File: config.mk
export PLATFORM = sky130hd
export DESIGN_NAME = round_controller
export DESIGN_NICKNAME = d
export VERILOG_FILES = /design/src/rtl/game_pkg.sv /design/src/rtl/sec_down_counter.sv /design/src/rtl/round_controller.sv
export SDC_FILE = /design/constraint.sdc
export NUM_CORES = 1
export LEC_CHECK = 0
export BUFFER_PORTS_ARGS = -buffer_cell sky130_fd_sc_hd__buf_2
export CORE_MARGIN = 2
export CORE_UTILIZATION = 55
export DETAILED_ROUTE_END_ITERATION = 12
export PLACE_DENSITY_LB_ADDON = 0.15
export SYNTH_ARGS = -nofsm -noshare
export SYNTH_HDL_FRONTEND = slang
export SYNTH_HIERARCHICAL = 1
export SYNTH_SLANG_ARGS = --single-unit
File: constraint.sdc
create_clock -name Clk100M -period 7.3 [get_ports Clk100M]
set_clock_uncertainty 0.2 [all_clocks]
set_input_delay 0.73 -clock Clk100M [delete_from_list [all_inputs] [get_ports Clk100M]]
set_output_delay 0.73 -clock Clk100M [all_outputs]
set_load 0.1 [all_outputs]
File: src/rtl/game_pkg.sv
// Shared types and constants for the symbol-counting game.
package game_pkg;

  typedef enum logic [2:0] {
    ST_IDLE,
    ST_COUNTDOWN,
    ST_GENERATE,
    ST_ANSWER,
    ST_SCORE,
    ST_DONE
  } round_state_t;

  localparam int COUNT_W = 8;
  localparam int SCORE_W = 4;
  localparam int ROUND_W = 4;

  // Width of the second counters (generation window, answer timeout).
  localparam int SEC_W = 8;

  // Default second counts, shared with the answer-period block.
  localparam int DEF_COUNTDOWN_SECONDS = 3;
  localparam int DEF_GEN_SECONDS       = 10;
  localparam int DEF_ANSWER_TIMEOUT    = 8;

  // Score increment that sticks at the all-ones maximum.
  function automatic logic [SCORE_W-1:0] sat_inc(input logic [SCORE_W-1:0] v);
    return (v == '1) ? v : v + 1'b1;
  endfunction

endpackage

File: src/rtl/sec_down_counter.sv
// Loadable seconds down-counter; decrements on tick, stops at zero.
module sec_down_counter
  import game_pkg::*;
#(
  parameter int W = SEC_W
) (
  input  logic         clk,
  input  logic         rst,
  input  logic         load,
  input  logic [W-1:0] load_val,
  input  logic         tick_en,
  output logic [W-1:0] count,
  output logic         zero
);

  logic [W-1:0] count_q, count_d;

  // Next count: load has priority over a tick.
  always_comb begin
    count_d = count_q;
    if (load) begin
      count_d = load_val;
    end else if (tick_en && (count_q != '0)) begin
      count_d = count_q - 1'b1;
    end
  end

  // Count register with synchronous reset.
  always_ff @(posedge clk) begin
    if (rst) begin
      count_q <= '0;
    end else begin
      count_q <= count_d;
    end
  end

  assign count = count_q;
  assign zero  = (count_q == '0);

endmodule

File: src/rtl/round_controller.sv
// Game sequencer: countdown, generation window, answer period and scoring
// for a fixed number of rounds, all paced by a 1 Hz tick.
module round_controller
  import game_pkg::*;
#(
  parameter int NUM_ROUNDS        = 5,
  parameter int COUNTDOWN_SECONDS = DEF_COUNTDOWN_SECONDS,
  parameter int GEN_SECONDS       = DEF_GEN_SECONDS,
  parameter int ANSWER_TIMEOUT    = DEF_ANSWER_TIMEOUT
) (
  input  logic               Clk100M,
  input  logic               Reset,
  input  logic               tick1Hz,
  input  logic               startBtn,
  input  logic               postSig,
  input  logic [COUNT_W-1:0] userCount,
  input  logic [COUNT_W-1:0] targetCount,
  output logic               genEnable,
  output logic               clearCounts,
  output logic               answerSig,
  output logic [3:0]         countdown,
  output logic [ROUND_W-1:0] roundNum,
  output logic [SCORE_W-1:0] score,
  output logic               resultValid,
  output logic               correct,
  output logic               gameOver
);

  localparam logic [3:0]         CD_LOAD   = 4'(COUNTDOWN_SECONDS);
  localparam logic [SEC_W-1:0]   GEN_LOAD  = SEC_W'(GEN_SECONDS);
  localparam logic [SEC_W-1:0]   TO_LOAD   = SEC_W'(ANSWER_TIMEOUT);
  localparam logic [ROUND_W-1:0] LAST_RND  = ROUND_W'(NUM_ROUNDS);

  round_state_t state_q, state_d;

  logic               btn_prev_q, btn_prev_d;
  logic               start_q, start_d;
  logic [3:0]         countdown_q, countdown_d;
  logic [ROUND_W-1:0] round_q, round_d;
  logic [SCORE_W-1:0] score_q, score_d;
  logic               gen_q, gen_d;
  logic               clear_q, clear_d;
  logic               answer_q, answer_d;
  logic               result_q, result_d;
  logic               correct_q, correct_d;
  logic               over_q, over_d;

  logic               cnt_load;
  logic [SEC_W-1:0]   cnt_val;
  logic               cnt_tick;
  logic [SEC_W-1:0]   cnt_count;
  logic               cnt_zero;
  logic               cnt_expire;

  // One counter serves both the generation window and the answer timeout;
  // it is reloaded on entry to each of those states.
  sec_down_counter #(.W(SEC_W)) u_sec_cnt (
    .clk      (Clk100M),
    .rst      (Reset),
    .load     (cnt_load),
    .load_val (cnt_val),
    .tick_en  (cnt_tick),
    .count    (cnt_count),
    .zero     (cnt_zero)
  );

  assign cnt_tick   = tick1Hz && ((state_q == ST_GENERATE) || (state_q == ST_ANSWER));
  assign cnt_expire = cnt_tick && (cnt_zero || (cnt_count == SEC_W'(1)));

  // Next-state and registered-output computation for the round sequencer.
  always_comb begin
    state_d     = state_q;
    btn_prev_d  = startBtn;
    start_d     = startBtn && !btn_prev_q;
    countdown_d = countdown_q;
    round_d     = round_q;
    score_d     = score_q;
    correct_d   = correct_q;
    clear_d     = 1'b0;
    answer_d    = 1'b0;
    result_d    = 1'b0;
    cnt_load    = 1'b0;
    cnt_val     = '0;

    unique case (state_q)
      ST_IDLE, ST_DONE: begin
        if (start_q) begin
          state_d     = ST_COUNTDOWN;
          score_d     = '0;
          round_d     = ROUND_W'(1);
          countdown_d = CD_LOAD;
          clear_d     = 1'b1;
        end
      end
      ST_COUNTDOWN: begin
        if (tick1Hz) begin
          if (countdown_q <= 4'd1) begin
            state_d     = ST_GENERATE;
            countdown_d = '0;
            cnt_load    = 1'b1;
            cnt_val     = GEN_LOAD;
          end else begin
            countdown_d = countdown_q - 1'b1;
          end
        end
      end
      ST_GENERATE: begin
        if (cnt_expire) begin
          state_d  = ST_ANSWER;
          answer_d = 1'b1;
          cnt_load = 1'b1;
          cnt_val  = TO_LOAD;
        end
      end
      ST_ANSWER: begin
        // postSig and an expiring tick together still give a single SCORE.
        if (postSig || cnt_expire) begin
          state_d = ST_SCORE;
        end
      end
      ST_SCORE: begin
        correct_d = (userCount == targetCount);
        result_d  = 1'b1;
        if (userCount == targetCount) begin
          score_d = sat_inc(score_q);
        end
        if (round_q == LAST_RND) begin
          state_d = ST_DONE;
        end else begin
          state_d     = ST_COUNTDOWN;
          round_d     = round_q + 1'b1;
          countdown_d = CD_LOAD;
          clear_d     = 1'b1;
        end
      end
      default: begin
        state_d = ST_IDLE;
      end
    endcase

    gen_d  = (state_d == ST_GENERATE);
    over_d = (state_d == ST_DONE);
  end

  // State and output registers with synchronous reset.
  always_ff @(posedge Clk100M) begin
    if (Reset) begin
      state_q     <= ST_IDLE;
      btn_prev_q  <= 1'b0;
      start_q     <= 1'b0;
      countdown_q <= '0;
      round_q     <= '0;
      score_q     <= '0;
      gen_q       <= 1'b0;
      clear_q     <= 1'b0;
      answer_q    <= 1'b0;
      result_q    <= 1'b0;
      correct_q   <= 1'b0;
      over_q      <= 1'b0;
    end else begin
      state_q     <= state_d;
      btn_prev_q  <= btn_prev_d;
      start_q     <= start_d;
      countdown_q <= countdown_d;
      round_q     <= round_d;
      score_q     <= score_d;
      gen_q       <= gen_d;
      clear_q     <= clear_d;
      answer_q    <= answer_d;
      result_q    <= result_d;
      correct_q   <= correct_d;
      over_q      <= over_d;
    end
  end

  assign genEnable   = gen_q;
  assign clearCounts = clear_q;
  assign answerSig   = answer_q;
  assign countdown   = countdown_q;
  assign roundNum    = round_q;
  assign score       = score_q;
  assign resultValid = result_q;
  assign correct     = correct_q;
  assign gameOver    = over_q;

endmodule

==> results.py <==
metrics = {
    "timing": {
        "whs_ns": 0.192,
        "rsz0062_at_grt": "no",
        "timing.final.crit_share_pct": 39.2,
        "final-hold-violation-count": 0,
        "final.setup.tns_ns": 0,
        "max_freq_mhz": 349,
        "setup_viol": 0,
        "period_minus_slack_ns": 2.86,
        "slew_headroom_pct": 62.5,
        "worstMarginPinSlew_ns": 0.555,
        "maxSlewViolCount": 0,
        "postLayoutSetupSlackWorst_ns": 4.44,
    },
    "yosys": {
        "syn_inst": 222,
        "synth_warnings": 6,
        "netlist_area_mm2": 0.00180,
        "ys_ff_latch": 31,
        "synth_flop_cell": "dfxtp_1",
        "synth_mux_area_share_pct": 1.18,
        "postSynth.asyncResetShare_pct": 0,
        "synth_compound_area_share_pct": 21.4,
        "yosysMostFrequentCell": "dfxtp_1",
        "synth_xor_area_share_pct": 5.83,
        "yosys-top-cells-area": "dfxtp_1 34%, nor2_1 6.0%, xnor2_1 5.8%, ha_1 4.9%, a21oi_1 4.4%",
        "synthSimpleGateAreaFrac_pct": 27.3,
        "yosys.cell_types.count": 52,
        "synth_edf_count": 0,
        "synth_top_family_by_area": "simple AND/OR/NAND/NOR gates",
        "synthAdderAreaFrac_pct": 4.86,
        "avgSynthCellArea_um2": 8.12,
        "yosysSeqAreaShare_pct": 34.4,
        "synth_top_cell_area_share_pct": 34.4,
        "synth_common_cells": "31 x dfxtp_1, 29 x nor2_1, 16 x a21oi_1, 15 x o21ai_0, 14 x inv_1",
        "post-synth-top-area-cell": "dfxtp_1",
    },
    "final_layout": {
        "drive_gt1_share_pct": 21.8,
        "nets": 293,
        "diodes": 0,
        "syn_to_final_growth_pct": 17.6,
        "design_area_mm2": 0.00212,
    },
    "worst_setup_path": {
        "worstSetupPathType": "reg2reg",
        "critPathArrivalTime_ns": 2.88,
        "slowest_delay_ns": 0.59,
        "cp.required_ns": 7.32,
        "crit_fanout": 12,
        "end_kind": "flip-flop",
        "critPathBufInv": 1,
        "crit_chain": "or4_4 > nor4_1 > a21oi_1 > or3_1 > nand2b_1 > clkinv_1 > nand4b_1 > o211ai_1",
        "slowest_stage": "or4_4",
        "critPathTopFamily": "simple AND/OR/NAND/NOR gates",
        "cp-start-kind": "flip-flop",
    },
    "place": {
        "preCtsSetupSlack_ns": 4.45,
        "port_buffers": 38,
        "place_area_mm2": 0.00204,
        "gp_congestion": 0.874,
        "hpwl_um": 2620,
    },
    "clock_tree": {
        "h-tree-depth": 2,
        "numCtsBuffers": 5,
        "post_cts_resize_count": 0,
        "post_cts_buffers": 0,
        "insertion_delay_ns": 0.35,
        "cts_buffer_depth": 2,
        "cts_root_buffer": "clkbuf_4",
        "cts_hold_buf": 0,
        "clock_sinks": 31,
        "clkTransAtPathRegs_ns": 0.11,
        "cts_tree": "built",
    },
    "die": {
        "fp.dieH_um": 61.3,
        "die_w_um": 61.3,
        "core_area_mm2": 0.00308,
        "initial_core_util_pct": 58.6,
        "ioPinCount": 39,
        "die-area_mm2": 0.00375,
        "rows": 20,
    },
    "routing": {
        "route.detailed.drc": 0,
        "routedWlPerCell_um": 11.9,
        "drt_iter0_drc": 58,
        "vias_per_cell": 5.47,
        "dr.pass1.iters": 4,
        "vias": 1696,
        "ant_nets": 0,
        "routed_wl_um": 3680,
    },
    "grt": {
        "grt_max_degree": 28,
        "antenna_found_initial": 0,
        "first_global_vias": 1424,
        "grt_usage_pct": 21.5,
        "overflow": 0,
        "grt_first_pass_wirelength_um": 5980,
    },
    "worst_hold_path": {
        "hold_path.class": "reg2reg",
    },
    "pwr": {
        "vdd_drop_max_uv": 130,
        "p_switching_mw": 0.135,
        "power.leakage_nw": 0.874,
        "power_per_cell_area_mw_per_mm2": 198,
        "switching_share_pct": 32.3,
        "p_seq_share_pct": 45.0,
        "power_mw": 0.419,
        "p_clk_share_pct": 32.7,
        "p_int_mw": 0.284,
        "combPwrFrac_pct": 22.3,
    },
    "status": {
        "status": "completed",
    },
    "run": {
        "maxCapViolCount": 0,
    },
}
-- cell families (layout without fill, tap and decap cells) --
logic type               count (synthesis)  after routing
other                                    1              6
flip-flops                              31             31
AND/OR/NAND/NOR                         91             91
buffers and inverters                   22             61
adder cells (fa/ha/maj)                  7              7
multiplexers                             2              2
XOR/XNOR                                12             12
AO/OA/AOI/OAI                           56             56
-- per-layer routing --
layer / up-vias / track usage (%) / wire length (um)
li1: 882 / - / -
met2: 52 / 32.2 / 1530
met1: 755 / 29.1 / 1820
met4: 0 / 10.2 / 68
met3: 7 / 5.46 / 263
met5: - / 0 / 0
-- cell type report --
| type | count | area [um2] |
|---|---|---|
| inverters | 15 | 56.3 |
| multi-input cells | 174 | 1120 |
| fillers | 272 | 958 |
| repair buffers | 38 | 190 |
| flip-flops and latches | 31 | 621 |
| well taps | 44 | 55.1 |
| clock inverters | 3 | 43.8 |
| clock buffers | 5 | 37.5 |
-- metrics by stage --
step	instances	utilization [%]
global placement	302	66.2
finish	310	68.9
global route	310	68.9
CTS	310	68.9
detailed placement	302	66.2
floorplan	227	-
-- final timing paths --
check	startpoint	end	slack (ns)	cells after the start
hold reg to reg	btn_prev_q	start_q	0.19	1
setup / recovery	u_sec_cnt/count[2]	u_sec_cnt/count[1]	4.44	8
hold / removal	btn_prev_q	start_q	0.19	1
setup reg to reg	u_sec_cnt/count[2]	u_sec_cnt/count[1]	4.44	8
-- placed cells by master (no fill, tap or decap), drive strengths merged, types with 2 or more instances in the layout --
master,n
inv,14
xnor2,12
o21ai,15
nand3,4
clkinv,3
nor4,2
clkbuf,5
conb,6
dfxtp,31
or3,5
o21a,3
a32oi,3
nor3,9
a311oi,2
nand4,5
nand2,8
nor2,29
nand4b,3
ha,7
a31o,2
buf,38
nor2b,6
or2,2
or4,6
nor3b,3
a211oi,3
nand2b,5
a21oi,16
-- state kept, by name (all words and copies together) (netlist names) --
name,flops
u_sec_cnt/count,8
score,4
countdown,4
genEnable,1
state_q,3
btn_prev_q,1
answerSig,1
roundNum,4
resultValid,1
gameOver,1
start_q,1
clearCounts,1
correct,1
-- power groups by stage --
stage / Sequential (mW) / Combinational, mW / Clock [mW]
final: 0.188 / 0.0934 / 0.137
after global routing: 0.190 / 0.103 / 0.147
after CTS: 0.188 / 0.0936 / 0.138
after detailed placement: 0.192 / 0.0929 / 0
after global placement: 0.192 / 0.0922 / 0
after floorplan: 0.207 / 0.0585 / 0
Power figures use the tool's default switching activity.
